--- config.mk ---
export PLATFORM = sky130hd
export DESIGN_NAME = pipelined_ctrl_unit
export DESIGN_NICKNAME = d
export VERILOG_FILES = /design/src/rtl/pipelined_ctrl_unit.sv
export SDC_FILE = /design/constraint.sdc
export NUM_CORES = 1
export LEC_CHECK = 0
export ABC_AREA = 1
export BUFFER_PORTS_ARGS = -buffer_cell sky130_fd_sc_hd__buf_2
export CORE_MARGIN = 2
export CORE_UTILIZATION = 45
export DETAILED_ROUTE_END_ITERATION = 12
export PLACE_DENSITY = 0.74
export SETUP_SLACK_MARGIN = 0.5
export SLEW_MARGIN = 10
export SYNTH_ARGS = -nofsm -noshare
export SYNTH_HDL_FRONTEND = slang
export SYNTH_SLANG_ARGS = --single-unit
--- constraint.sdc ---
create_clock -name Clk -period 1.79 [get_ports Clk]
set_input_delay 0.358 -clock Clk [delete_from_list [all_inputs] [get_ports Clk]]
set_output_delay 0.358 -clock Clk [all_outputs]
set_load 0.02 [all_outputs]
--- src/rtl/pipelined_ctrl_unit.sv ---
// Pipelined MIPS control: ID decode into control bundles carried through EX/MEM/WB
// with per-stage valid bits, plus load-use stall and branch-taken flush generation.
module pipelined_ctrl_unit #(
    parameter int   ALUCTL_W  = 4,
    parameter logic HAZARD_EN = 1'b1
) (
    input  logic                Clk,
    input  logic                Rst,
    input  logic [31:0]         Instruction,
    input  logic                IdValid,
    input  logic                Zero,
    output logic                ExALUSrc,
    output logic                ExRegDst,
    output logic [ALUCTL_W-1:0] ExALUControl,
    output logic                MemRead,
    output logic                MemWrite,
    output logic                WbRegWrite,
    output logic                WbMemToReg,
    output logic                PCSrc,
    output logic                Jump,
    output logic                Stall,
    output logic                IllegalOp
);

    localparam logic [5:0] OP_RTYPE = 6'b000000;
    localparam logic [5:0] OP_J     = 6'b000010;
    localparam logic [5:0] OP_BEQ   = 6'b000100;
    localparam logic [5:0] OP_BNE   = 6'b000101;
    localparam logic [5:0] OP_ADDI  = 6'b001000;
    localparam logic [5:0] OP_SLTI  = 6'b001010;
    localparam logic [5:0] OP_ANDI  = 6'b001100;
    localparam logic [5:0] OP_ORI   = 6'b001101;
    localparam logic [5:0] OP_LW    = 6'b100011;
    localparam logic [5:0] OP_SW    = 6'b101011;

    localparam logic [3:0] ALU_AND = 4'b0000;
    localparam logic [3:0] ALU_OR  = 4'b0001;
    localparam logic [3:0] ALU_ADD = 4'b0010;
    localparam logic [3:0] ALU_SUB = 4'b0110;
    localparam logic [3:0] ALU_SLT = 4'b0111;
    localparam logic [3:0] ALU_SLL = 4'b1000;
    localparam logic [3:0] ALU_SRL = 4'b1001;
    localparam logic [3:0] ALU_NOR = 4'b1100;
    localparam logic [3:0] ALU_XOR = 4'b1101;

    logic [5:0] id_op;
    logic [5:0] id_funct;
    logic [4:0] id_rs;
    logic [4:0] id_rt;
    logic       unused_fields;

    assign id_op         = Instruction[31:26];
    assign id_rs         = Instruction[25:21];
    assign id_rt         = Instruction[20:16];
    assign id_funct      = Instruction[5:0];
    assign unused_fields = ^Instruction[15:6];

    logic       id_alusrc, id_regdst, id_memread, id_memwrite;
    logic       id_regwrite, id_memtoreg, id_beq, id_bne, id_jump;
    logic       id_illegal, id_uses_rs, id_uses_rt;
    logic [3:0] id_aluctl;

    // ---- ID: decode ----
    always_comb begin
        id_alusrc   = 1'b0;
        id_regdst   = 1'b0;
        id_memread  = 1'b0;
        id_memwrite = 1'b0;
        id_regwrite = 1'b0;
        id_memtoreg = 1'b0;
        id_beq      = 1'b0;
        id_bne      = 1'b0;
        id_jump     = 1'b0;
        id_illegal  = 1'b0;
        id_uses_rs  = 1'b0;
        id_uses_rt  = 1'b0;
        id_aluctl   = ALU_AND;
        if (Instruction != 32'd0) begin
            case (id_op)
                OP_RTYPE: begin
                    id_regdst   = 1'b1;
                    id_regwrite = 1'b1;
                    id_uses_rs  = 1'b1;
                    id_uses_rt  = 1'b1;
                    case (id_funct)
                        6'b100000: id_aluctl = ALU_ADD;
                        6'b100010: id_aluctl = ALU_SUB;
                        6'b100100: id_aluctl = ALU_AND;
                        6'b100101: id_aluctl = ALU_OR;
                        6'b100110: id_aluctl = ALU_XOR;
                        6'b100111: id_aluctl = ALU_NOR;
                        6'b101010: id_aluctl = ALU_SLT;
                        6'b000000: id_aluctl = ALU_SLL;
                        6'b000010: id_aluctl = ALU_SRL;
                        default:   id_illegal = 1'b1;
                    endcase
                end
                OP_ADDI, OP_ANDI, OP_ORI, OP_SLTI: begin
                    id_alusrc   = 1'b1;
                    id_regwrite = 1'b1;
                    id_uses_rs  = 1'b1;
                    case (id_op)
                        OP_ANDI: id_aluctl = ALU_AND;
                        OP_ORI:  id_aluctl = ALU_OR;
                        OP_SLTI: id_aluctl = ALU_SLT;
                        default: id_aluctl = ALU_ADD;
                    endcase
                end
                OP_LW: begin
                    id_alusrc   = 1'b1;
                    id_memread  = 1'b1;
                    id_regwrite = 1'b1;
                    id_memtoreg = 1'b1;
                    id_uses_rs  = 1'b1;
                    id_aluctl   = ALU_ADD;
                end
                OP_SW: begin
                    id_alusrc   = 1'b1;
                    id_memwrite = 1'b1;
                    id_uses_rs  = 1'b1;
                    id_uses_rt  = 1'b1;
                    id_aluctl   = ALU_ADD;
                end
                OP_BEQ, OP_BNE: begin
                    id_beq     = (id_op == OP_BEQ);
                    id_bne     = (id_op == OP_BNE);
                    id_uses_rs = 1'b1;
                    id_uses_rt = 1'b1;
                    id_aluctl  = ALU_SUB;
                end
                OP_J:    id_jump    = 1'b1;
                default: id_illegal = 1'b1;
            endcase
            // An undecodable word must not leak partial controls downstream.
            if (id_illegal) begin
                id_regdst   = 1'b0;
                id_regwrite = 1'b0;
                id_uses_rs  = 1'b0;
                id_uses_rt  = 1'b0;
                id_aluctl   = ALU_AND;
            end
        end
    end

    logic       ex_vld_q, mem_vld_q, wb_vld_q, illegal_q;
    logic       ex_vld_d;
    logic       ex_alusrc_q, ex_regdst_q, ex_memread_q, ex_memwrite_q;
    logic       ex_regwrite_q, ex_memtoreg_q, ex_beq_q, ex_bne_q;
    logic [3:0] ex_aluctl_q;
    logic [4:0] ex_rt_q;
    logic       mem_memread_q, mem_memwrite_q, mem_regwrite_q, mem_memtoreg_q;
    logic       wb_regwrite_q, wb_memtoreg_q;
    logic       load_use;

    assign load_use = ex_vld_q & ex_memread_q & (ex_rt_q != 5'd0) &
                      ((id_uses_rs & (ex_rt_q == id_rs)) | (id_uses_rt & (ex_rt_q == id_rt)));
    assign Stall    = HAZARD_EN & IdValid & load_use;
    assign PCSrc    = ex_vld_q & ((ex_beq_q & Zero) | (ex_bne_q & ~Zero));
    assign Jump     = IdValid & id_jump;
    // Flush outranks stall; either one turns the EX load into a bubble.
    assign ex_vld_d = IdValid & ~PCSrc & ~Stall;

    // ---- valid bits and IllegalOp (reset) ----
    always_ff @(posedge Clk) begin
        if (Rst) begin
            ex_vld_q  <= 1'b0;
            mem_vld_q <= 1'b0;
            wb_vld_q  <= 1'b0;
            illegal_q <= 1'b0;
        end else begin
            ex_vld_q  <= ex_vld_d;
            mem_vld_q <= ex_vld_q;
            wb_vld_q  <= mem_vld_q;
            illegal_q <= IdValid & id_illegal;
        end
    end

    // ---- ID -> EX -> MEM -> WB control payload (qualified by valid bits) ----
    always_ff @(posedge Clk) begin
        ex_alusrc_q    <= id_alusrc;
        ex_regdst_q    <= id_regdst;
        ex_aluctl_q    <= id_aluctl;
        ex_memread_q   <= id_memread;
        ex_memwrite_q  <= id_memwrite;
        ex_regwrite_q  <= id_regwrite;
        ex_memtoreg_q  <= id_memtoreg;
        ex_beq_q       <= id_beq;
        ex_bne_q       <= id_bne;
        ex_rt_q        <= id_rt;
        mem_memread_q  <= ex_memread_q;
        mem_memwrite_q <= ex_memwrite_q;
        mem_regwrite_q <= ex_regwrite_q;
        mem_memtoreg_q <= ex_memtoreg_q;
        wb_regwrite_q  <= mem_regwrite_q;
        wb_memtoreg_q  <= mem_memtoreg_q;
    end

    assign ExALUSrc     = ex_vld_q & ex_alusrc_q;
    assign ExRegDst     = ex_vld_q & ex_regdst_q;
    assign ExALUControl = ex_vld_q ? ALUCTL_W'(ex_aluctl_q) : '0;
    assign MemRead      = mem_vld_q & mem_memread_q;
    assign MemWrite     = mem_vld_q & mem_memwrite_q;
    assign WbRegWrite   = wb_vld_q & wb_regwrite_q;
    assign WbMemToReg   = wb_vld_q & wb_memtoreg_q;
    assign IllegalOp    = illegal_q;

endmodule

==> flow_summary.toml, run 1 <==
[synthesis]
yosysTopAreaCell = "sky130_fd_sc_hd__dfxtp_1"
synth-simple-area-share_pct = 42.3
yosysWarnings = 0
cell_area_after_synthesis_mm2 = 0.00138
postSynthCellCount = 217
synth.ff_latch_count = 25
synth_top_family_by_area = "simple AND/OR/NAND/NOR gates"
synth_nets = 253
synth.mux.area_fraction_pct = 0.725
postSynthAreaPerCell_um2 = 6.37
netlist.area_leader.share_pct = 36.2
ys_seq_area_share_pct = 36.2
synth_xor_area_share_pct = 5.07
synth_compound_gate_area_share_pct = 2.90
library_cells_used_by_synthesis = 23
netlist_top_cells_area = "sky130_fd_sc_hd__dfxtp_1, sky130_fd_sc_hd__nand2_1, sky130_fd_sc_hd__inv_1"
synth_fa_ha_area_share_pct = 0

[floorplanning]
core_region_area_mm2 = 0.00298
design.die.area_mm2 = 0.00353
floorplan.die.height_um = 59.4
ios = 50
placementRows = 20
initial_utilization_pct = 46.4
width_of_the_chip_um = 59.4

[route]
wl_um = 3190
post_detailed_route_count_of_antenna_violating_nets = 0
route.detailed.drc = 0
detail_route.vias_per_cell = 4.56
drt-pass1-iter-count = 4
drt_first_iter_violations = 48
post_drt_wl_per_cell_um = 9.91
vias = 1468

[timing]
final-hold-violation-count = 0
worst_slew_margin_rel_pct = 83.2
share_of_the_clock_period_used_by_the_worst_path_after_layout_pct = 102
final_period_minus_worst_setup_slack_ns = 1.83
max_freq_mhz = 548
fin_tns_setup_ns = -0.0363
worst_clock_skew_ns = 0.0103
setup_ws_ns = -0.0363
worst_slew_pin_slew_ns = 0.249
grt_setup_unrepaired = "true"
timing.final.max_slew_violations = 0
setup_viol = 1

[final_layout]
fin_cells = 322
layout_common_cells = "sky130_fd_sc_hd__nand2_1, sky130_fd_sc_hd__buf_2, sky130_fd_sc_hd__nor2_1, sky130_fd_sc_hd__inv_1, sky130_fd_sc_hd__buf_4"
insertedDiodeCount = 0
design.final.nets = 326
layout-area-overhead-vs-synth_pct = 49.3
final_core_util_pct = 69.2
mostFrequentLayoutCell = "sky130_fd_sc_hd__nand2_1"
drive_above_1_share_pct = 45.3

[cts]
clk_pin_slew_worst_paths_ns = 0.12
holdBufCountCts = 0
cts-buffers-inserted = 3
clock-sinks = 25
ctsHtreeMaxLevel = 1
max-clock-path-buffers = 2
tritoncts = "built"
cts.root.buffer_cell = "sky130_fd_sc_hd__clkbuf_4"
worst_skew_pair.late_latency_ns = 0.31

[run]
maxCapViolations = 0

[placed_design]
place_ws_ns = -0.0650
place.detailed.hpwl_um = 2440
dp.cells = 310
portBuffers = 49
gp_congestion = 0.973

[pwr]
p_comb_share_pct = 20.6
cell_internal_pwr_uw = 753
power.ir.vdd_worst_mv = 0.258
finalPower_mw = 1.04
switching_share_pct = 27.3
power.density_cell_area_mw_per_mm2 = 502
clock_power_share_pct = 22.9
proportion_of_power_drawn_by_flip_flops_and_latches_pct = 56.4
total_leakage_power_nw = 1.14
total_switching_power_uw = 283

[status]
failed_checks = "setup timing"
status = "finished, violations left"

[grt]
global_route_wire_length_before_repair_um = 5260
grt_usage_pct = 19.0
grt.overflow.total = 0
initial_antenna_violation_count = 0
vias_in_the_first_global_route = 1321
largest_net_degree_at_the_start_of_global_routing = 15

[critical_path]
worst-endpoint-arrival_ns = 1.47
critical_path_peak_fanout = 6
critPathKind = "in2out"
cp-endpoint = "Stall"
setup.worst_path.start = "Instruction[27]"
crit_required_ns = 1.43
r2r-end = "ex_vld_q"
r2r-start = "ex_rt_q[3]"
ff2ff_setup_slack_ns = 0.47
reg2reg_depth = 9
setup.worst_path.start_class = "input port"
cp-end-kind = "output port"

[worst_hold_path]
type_of_the_most_critical_hold_path = "in2reg"
## state kept, by name, indices dropped and copies added (netlist names)
| signal | flops |
|---|---|
| ex_aluctl_q | 4 |
| mem_memwrite_q | 1 |
| ex_memwrite_q | 1 |
| mem_memtoreg_q | 1 |
| ex_beq_q | 1 |
| wb_regwrite_q | 1 |
| IllegalOp | 1 |
| mem_vld_q | 1 |
| ex_memtoreg_q | 1 |
| ex_bne_q | 1 |
| mem_regwrite_q | 1 |
| wb_memtoreg_q | 1 |
| wb_vld_q | 1 |
| ex_regdst_q | 1 |
| ex_rt_q | 5 |
| ex_regwrite_q | 1 |
| ex_vld_q | 1 |
| ex_alusrc_q | 1 |
## power groups by stage
stage / clock (mW) / combinational, mW / sequential (mW)
floorplan: 0 / 0.0950 / 0.594
global placement: 0 / 0.175 / 0.594
detailed placement: 0 / 0.176 / 0.595
CTS: 0.246 / 0.195 / 0.584
global route: 0.268 / 0.239 / 0.587
finish: 0.238 / 0.214 / 0.585
## area by class of cell
class                      count  area (µm²)
clock buffer                   3        22.5
clock inverter                 1        5.00
fill                         254         916
inverter                      46         175
multi-input combinational    145         815
sequential                    25         510
tap                           33        41.3
timing repair buffer          69         493
## how the worst min path moves through the flow
stage,endpoint,depth (start not counted),slack [ns],from
after floorplan,mem_memwrite_q,0,0.31,ex_memwrite_q
after global placement,mem_memwrite_q,0,0.31,ex_memwrite_q
after detailed placement,mem_memwrite_q,0,0.31,ex_memwrite_q
after CTS,ex_rt_q[1],1,0.16,Instruction[17]
after global routing,ex_rt_q[1],1,0.16,Instruction[17]
final,ex_rt_q[0],1,0.17,Instruction[16]
## stage by stage
| stage | hold slack (ns) | cell area [µm²] |
|---|---|---|
| 2_1_floorplan | 0.310 | 1390 |
| 3_3_place_gp | 0.311 | 1760 |
| 3_5_place_dp | 0.312 | 1760 |
| 4_1_cts | 0.162 | 1950 |
| 5_1_grt | 0.158 | 2060 |
| 6_report | 0.174 | 2060 |
## metal layers
metal / GRT usage (%) / wire, µm / up-vias
met5: 0 / 0 / -
li1: - / - / 796
met1: 24.1 / 1450 / 640
met4: 7.79 / 27 / 0
met2: 33.8 / 1640 / 30
met3: 0.655 / 80 / 2
## critical path: stages
cell                      delay [ns]
sky130_fd_sc_hd__buf_2          0.15
sky130_fd_sc_hd__nor2_2         0.21
sky130_fd_sc_hd__nand3_2        0.15
sky130_fd_sc_hd__nand2_4        0.11
sky130_fd_sc_hd__nor2_4         0.04
sky130_fd_sc_hd__nand2_2        0.05
sky130_fd_sc_hd__nand4_1        0.12
sky130_fd_sc_hd__nor2_4         0.15
sky130_fd_sc_hd__buf_6          0.12
## cell families (layout without fill, tap and decap cells)
| group | after synthesis | in the layout |
|---|---|---|
| xor+xnor | 8 | 8 |
| mux | 1 | 1 |
| simple gates | 129 | 129 |
| compound gates | 7 | 7 |
| flops | 25 | 25 |
| buf+inv | 47 | 119 |
## Yosys cell counts, drive strengths merged
library cell	number
a21oi	3
nand4	3
nand2	50
mux2i	1
o21ai	2
o211ai	1
nand3	22
or3	1
xor2	6
inv	46
nor3	4
and2	1
nor2	48
dfxtp	25
o31ai	1
xnor2	2
clkbuf	1
## what timing repair did
item	4_1_cts	5_1_grt
setup endpoints to repair	10	14
buffers inserted	4	4
pin swaps	12	12
resized for setup	48	29
No activity file was read; power rests on OpenSTA's default activity.
==> inputs of run 2 (changes only) <==
--- a/config.mk
+++ b/config.mk
@@ -9,8 +9,9 @@
 export BUFFER_PORTS_ARGS = -buffer_cell sky130_fd_sc_hd__buf_2
 export CORE_MARGIN = 2
 export CORE_UTILIZATION = 45
+export CTS_BUF_LIST = sky130_fd_sc_hd__clkbuf_2
 export DETAILED_ROUTE_END_ITERATION = 12
-export PLACE_DENSITY = 0.74
+export PLACE_DENSITY = 0.81
 export SETUP_SLACK_MARGIN = 0.5
 export SLEW_MARGIN = 10
 export SYNTH_ARGS = -nofsm -noshare
==> constraint.sdc (replaced) <==
create_clock -name Clk -period 1.6 [get_ports Clk]
set_input_delay 0.32 -clock Clk [delete_from_list [all_inputs] [get_ports Clk]]
set_output_delay 0.32 -clock Clk [all_outputs]
set_load 0.02 [all_outputs]
==> run 2 against run 1 <==
  * The run still ends with setup timing left
  * Combinational power increased by 17%
  * Global-route usage increased by 1.0 points
  * Register-to-register slack lost 0.23 ns
  * Setup slack worse by 0.20 ns
  * Highest routed layer unchanged
  * Clock power is 2% lower
  * Largest cell class unchanged
  * Sequential cell count unchanged
  * Utilization rose by 1.3 points
  * Critical path depth shrank 2
==> flow_summary.toml, run 2 (same netlist as run 1, synthesis figures left out) <==
[status]
status = "finished, violations left"
failed_checks = "setup timing"

[grt]
grt_usage_pct = 20.1
vias_in_the_first_global_route = 1386
global_route_wire_length_before_repair_um = 5390
initial_antenna_violation_count = 0
largest_net_degree_at_the_start_of_global_routing = 15
grt.overflow.total = 0

[critical_path]
critPathTopFamily = "simple AND/OR/NAND/NOR gates"
setup.worst_path.start_class = "flop"
critPathKind = "reg2out"
crit_required_ns = 1.28
r2r-end = "ex_vld_q"
setup.worst_path.start = "ex_rt_q[3]"
ff2ff_setup_slack_ns = 0.24
critPathMostFrequentCell = "sky130_fd_sc_hd__nor2_1"
r2r-start = "ex_rt_q[2]"
worst-endpoint-arrival_ns = 1.51
critical-path-max-stage-delay_ns = 0.39
path_buf_inv = 1
cp-end-kind = "output port"
cp-endpoint = "Stall"
worst_path_max_delay_cell = "sky130_fd_sc_hd__dfxtp_2"
cp_cell_sequence = "xor2_1, nor2_1, nand3_1, nor2_1, nor2_2, nor2_4, buf_6"
critical_path_peak_fanout = 3
reg2reg_depth = 9
path_depth = 7

[cts]
ctsHtreeMaxLevel = 1
holdBufCountCts = 0
cts.root.buffer_cell = "sky130_fd_sc_hd__clkbuf_2"
clock-sinks = 25
clk_pin_slew_worst_paths_ns = 0.21
max-clock-path-buffers = 2
cts-buffers-inserted = 3
tritoncts = "built"
worst_skew_pair.late_latency_ns = 0.34

[timing]
final_period_minus_worst_setup_slack_ns = 1.83
worst_slew_pin_slew_ns = 0.250
setup_viol = 1
worst_slew_margin_rel_pct = 82.8
fin_tns_setup_ns = -0.233
worst_clock_skew_ns = 0.00335
setup_ws_ns = -0.233
max_freq_mhz = 545
final-hold-violation-count = 0
share_of_the_clock_period_used_by_the_worst_path_after_layout_pct = 115
grt_setup_unrepaired = "true"
timing.final.max_slew_violations = 0

[run]
maxCapViolations = 0

[final_layout]
seq_area_um2 = 512
insertedDiodeCount = 0
top_register = "ex_rt_q"
layout-area-overhead-vs-synth_pct = 52.1
drive_above_1_share_pct = 46.4
multi_input_comb_area_um2 = 812
final_core_util_pct = 70.5
fin_cells = 326
design.final.nets = 330
layout_common_cells = "sky130_fd_sc_hd__nand2_1, sky130_fd_sc_hd__nor2_1, sky130_fd_sc_hd__buf_2, sky130_fd_sc_hd__inv_1, sky130_fd_sc_hd__buf_4"
fillers = 260
largest_reg_flops = 5
mostFrequentLayoutCell = "sky130_fd_sc_hd__nand2_1"
top_regs = "ex_rt_q (5), ex_aluctl_q (4)"

[floorplanning]
ios = 50
design.die.area_mm2 = 0.00353
floorplan.die.height_um = 59.4
core_region_area_mm2 = 0.00298
placementRows = 20
initial_utilization_pct = 46.4
width_of_the_chip_um = 59.4

[route]
post_drt_wl_per_cell_um = 10.5
drt-pass1-iter-count = 4
vias = 1527
wl_um = 3430
route.detailed.drc = 0
drt_first_iter_violations = 42
post_detailed_route_count_of_antenna_violating_nets = 0
detail_route.vias_per_cell = 4.68

[pwr]
total_switching_power_uw = 326
total_leakage_power_nw = 1.19
p_comb_share_pct = 22.0
clock_power_share_pct = 20.5
switching_share_pct = 28.5
power.ir.vdd_worst_mv = 0.252
cell_internal_pwr_uw = 816
proportion_of_power_drawn_by_flip_flops_and_latches_pct = 57.6
power.density_cell_area_mw_per_mm2 = 544

[placed_design]
place.detailed.hpwl_um = 2590
portBuffers = 49
dp.cells = 318
gp_congestion = 0.831

[worst_hold_path]
type_of_the_most_critical_hold_path = "in2reg"
==> run 2: power groups by stage <==
| stage | registers, mW | logic, mW | clock network [mW] |
|---|---|---|---|
| 5_1_grt | 0.660 | 0.279 | 0.256 |
| 3_3_place_gp | 0.665 | 0.215 | 0 |
| 2_1_floorplan | 0.665 | 0.110 | 0 |
| 6_report | 0.658 | 0.251 | 0.234 |
| 4_1_cts | 0.656 | 0.238 | 0.238 |
| 3_5_place_dp | 0.665 | 0.221 | 0 |
==> run 2: layout make-up <==
class	instances	share of cell area [%]
sequential	25	24.4
clock inverter	1	0.238
inverter	46	8.34
timing repair buffer	73	25.7
clock buffer	3	0.715
multi-input combinational	145	38.7
tap	33	1.97
==> run 2: what timing repair did <==
item,CTS,global route
endpoints found under the hold margin,0,0
gates cloned,0,0
endpoints found under the setup margin,15,19
pin swaps,11,11
resized for setup,57,21
buffers inserted,1,3
==> run 2: worst reg2reg max path: stages, from the launching register on <==
cell	delay (ns)
sky130_fd_sc_hd__dfxtp_2	0.39
sky130_fd_sc_hd__nor3_1	0.18
sky130_fd_sc_hd__nand3_1	0.11
sky130_fd_sc_hd__nand2_1	0.07
sky130_fd_sc_hd__inv_1	0.04
sky130_fd_sc_hd__nand4_1	0.12
sky130_fd_sc_hd__nor2_4	0.07
sky130_fd_sc_hd__buf_4	0.12
sky130_fd_sc_hd__buf_4	0.12
sky130_fd_sc_hd__nor2_2	0.10
==> run 2: stage by stage <==
stage	setup WS, ns	hold WS [ns]	power (mW)	area (µm²)
final	-0.233	0.0956	1.14	2100
after global routing	-0.341	0.0666	1.20	2100
after CTS	-0.227	0.0795	1.13	2030
after detailed placement	-0.159	0.314	0.886	1850
after floorplan	0.161	0.310	0.774	1420
after global placement	-0.136	0.311	0.880	1850
==> run 2: routing by layer <==
layer / part of all wire (%) / wire, µm / track usage, %
met2: 53 / 1800 / 37.8
met5: 0 / 0 / 0
met4: 2.2 / 76 / 9.74
met3: 3.9 / 133 / 1.09
met1: 41 / 1420 / 22.5
==> run 2: how the worst min path moves through the flow <==
| stage | start | to | slack, ns | depth (start not counted) |
|---|---|---|---|---|
| 2_1_floorplan | ex_memwrite_q | mem_memwrite_q | 0.31 | 0 |
| 3_3_place_gp | ex_memwrite_q | mem_memwrite_q | 0.31 | 0 |
| 4_1_cts | Instruction[17] | ex_rt_q[1] | 0.08 | 1 |
| 6_report | Instruction[17] | ex_rt_q[1] | 0.1 | 1 |
| 5_1_grt | Instruction[17] | ex_rt_q[1] | 0.07 | 1 |
| 3_5_place_dp | ex_memwrite_q | mem_memwrite_q | 0.31 | 0 |
==> inputs of run 3 (changes only) <==
--- a/config.mk
+++ b/config.mk
@@ -11,7 +11,7 @@
 export CORE_UTILIZATION = 45
 export CTS_BUF_LIST = sky130_fd_sc_hd__clkbuf_2
 export DETAILED_ROUTE_END_ITERATION = 12
-export PLACE_DENSITY = 0.81
+export PLACE_DENSITY = 0.79
 export SETUP_SLACK_MARGIN = 0.5
 export SLEW_MARGIN = 10
 export SYNTH_ARGS = -nofsm -noshare
==> constraint.sdc (replaced) <==
create_clock -name Clk -period 2.3 [get_ports Clk]
set_input_delay 0.46 -clock Clk [delete_from_list [all_inputs] [get_ports Clk]]
set_output_delay 0.46 -clock Clk [all_outputs]
set_load 0.02 [all_outputs]
==> run 3 against run 2 <==
  * The flow now finishes without violations
  * First-iteration DRC count is 45% lower
  * Global-route usage down 1.9 points
  * Clock-buffer cell count unchanged
  * Die area stayed put
  * Worst hold slack improved by 0.13 ns
  * Clock power is 29% lower
  * Setup slack gained 0.55 ns
  * Via count fell by 7.9%
  * Wire length shrank 17%
  * Register-to-register slack improved by 0.92 ns
  * Non-clock buffer count decreased by 20
  * Total power down 33%
==> flow_summary.toml, run 3 (same netlist as run 1, synthesis figures left out) <==
[placed_design]
place.detailed.hpwl_um = 2300
place_ws_ns = 0.268
portBuffers = 49
gp_congestion = 0.829
post_dp_cell_area_mm2 = 0.00166

[final_layout]
design.final.nets = 310
postLayoutCellArea_mm2 = 0.00178
layout-area-overhead-vs-synth_pct = 28.9
insertedDiodeCount = 0
seq_area_um2 = 507
fillers = 302
multi_input_comb_area_um2 = 743
top_register = "ex_rt_q"
drive_above_1_share_pct = 32.2
largest_reg_flops = 5
layout_common_cells = "sky130_fd_sc_hd__nand2_1, sky130_fd_sc_hd__buf_2, sky130_fd_sc_hd__inv_1, sky130_fd_sc_hd__nor2_1, sky130_fd_sc_hd__dfxtp_1"
top_regs = "ex_rt_q (5), ex_aluctl_q (4)"
mostFrequentLayoutCell = "sky130_fd_sc_hd__nand2_1"

[timing]
setup_viol = 0
final-hold-violation-count = 0
setup_ws_ns = 0.315
hold_slack_ns = 0.228
share_of_the_clock_period_used_by_the_worst_path_after_layout_pct = 86.3
max_freq_mhz = 504
timing.final.max_slew_violations = 0
worst_slew_pin_slew_ns = 0.246
final_period_minus_worst_setup_slack_ns = 1.98
grt_setup_unrepaired = "true"
fin_tns_setup_ns = 0
worst_slew_margin_rel_pct = 83.5
worst_clock_skew_ns = 0.00279

[grt]
vias_in_the_first_global_route = 1262
grt.overflow.total = 0
global_route_wire_length_before_repair_um = 5060
largest_net_degree_at_the_start_of_global_routing = 16
initial_antenna_violation_count = 0
grt_usage_pct = 18.2

[route]
route.met2.wl_um = 1370
post_detailed_route_count_of_antenna_violating_nets = 0
wirelength_met1_um = 1330
drt-pass1-iter-count = 4
route.top_layer_used = "met3"
detail_route.vias_per_cell = 4.59
drt_first_iter_violations = 23
post_drt_wl_per_cell_um = 9.28
vias = 1406
met3WireLength_um = 139
route.detailed.drc = 0
wl_um = 2840

[critical_path]
r2r-start = "ex_rt_q[3]"
setup.worst_path.start_class = "input port"
critical-path-max-stage-delay_ns = 0.16
critPathKind = "in2out"
critPathMostFrequentCell = "sky130_fd_sc_hd__nor2_1"
worst-endpoint-arrival_ns = 1.52
worst_path_max_delay_cell = "sky130_fd_sc_hd__nor2_2"
cp_cell_sequence = "buf_2, inv_2, nor2_2, nand3_2, nand3_1, nor2_1, nor2_1, nor2_1, nor2_2, buf_6"
ff2ff_setup_slack_ns = 1.16
reg2reg_depth = 7
r2r-end = "ex_vld_q"
cp-end-kind = "output port"
crit_required_ns = 1.84
setup.worst_path.start = "Instruction[29]"
critical_path_peak_fanout = 4
cp-endpoint = "Stall"

[cts]
max-clock-path-buffers = 2
cts-buffers-inserted = 3
worst_skew_pair.late_latency_ns = 0.34
ctsHtreeMaxLevel = 1
clk_pin_slew_worst_paths_ns = 0.22
clock-sinks = 25
holdBufCountCts = 0
tritoncts = "built"
cts.root.buffer_cell = "sky130_fd_sc_hd__clkbuf_2"

[pwr]
power.density_cell_area_mw_per_mm2 = 429
switching_share_pct = 28.2
total_leakage_power_nw = 1.06
total_switching_power_uw = 216
finalPower_uw = 764
cell_internal_pwr_uw = 548
clock_power_share_pct = 21.9
power.ir.vdd_worst_mv = 0.348
p_comb_share_pct = 18.4
proportion_of_power_drawn_by_flip_flops_and_latches_pct = 59.7

[floorplanning]
ios = 50
placementRows = 20
core_region_area_mm2 = 0.00298
design.die.area_mm2 = 0.00353
width_of_the_chip_um = 59.4
floorplan.die.height_um = 59.4
initial_utilization_pct = 46.4

[worst_hold_path]
type_of_the_most_critical_hold_path = "in2reg"

[status]
status = "complete, no violations"

[run]
maxCapViolations = 0
==> run 3: cell types whose count changed in the layout (fill, tap and decap cells not counted), moves of 5 or more <==
cell,previous run,this run
sky130_fd_sc_hd__buf_2,33,46
sky130_fd_sc_hd__buf_4,22,4
sky130_fd_sc_hd__buf_6,16,3
sky130_fd_sc_hd__inv_1,31,41
sky130_fd_sc_hd__inv_2,14,5
sky130_fd_sc_hd__nand2_1,38,47
sky130_fd_sc_hd__nand2_2,9,3
sky130_fd_sc_hd__nor2_2,11,6
==> run 3: timing repair <==
action                     4_1_cts  5_1_grt
resized for setup               20        1
buffers inserted                 4        0
pin swaps                       13        0
setup endpoints to repair        1        1
==> run 3: area by class of cell <==
cell class,count,area share [%]
inverter,46,9.70
multi-input combinational,145,41.7
timing repair buffer,53,16.5
clock buffer,3,0.843
clock inverter,1,0.422
sequential,25,28.5
tap,33,2.32
==> run 3: metal layers <==
metal,vias to the layer above,global-route usage (%)
met3,0,3.93
met5,-,0
met1,609,22.9
met4,0,1.95
li1,761,-
met2,36,32.5
==> run 3: worst max-delay path: cells and delay by family <==
family | cells | cell delay (ns)
buf+inv | 3 | 0.34
simple gates | 7 | 0.72
==> run 3: worst min-delay path by stage <==
stage	start	to	slack (ns)	cells past startpoint
2_1_floorplan	ex_memwrite_q	mem_memwrite_q	0.31	0
3_3_place_gp	mem_regwrite_q	wb_regwrite_q	0.31	0
3_5_place_dp	ex_memwrite_q	mem_memwrite_q	0.31	0
4_1_cts	Instruction[17]	ex_rt_q[1]	0.22	1
5_1_grt	Instruction[17]	ex_rt_q[1]	0.20	1
6_report	Instruction[17]	ex_rt_q[1]	0.23	1
==> run 3: power groups by stage <==
stage	registers, mW	clock network, mW	logic, mW
4_1_cts	0.456	0.171	0.140
5_1_grt	0.458	0.188	0.161
3_5_place_dp	0.464	0	0.128
3_3_place_gp	0.464	0	0.127
2_1_floorplan	0.462	0	0.0737
6_report	0.456	0.167	0.141
==> run 3: metrics by stage <==
step           utilization, %  cells
4_1_cts                  59.7    306
3_3_place_gp             55.9    298
2_1_floorplan               -    217
5_1_grt                  59.8    306
6_report                 59.8    306
3_5_place_dp             55.9    298
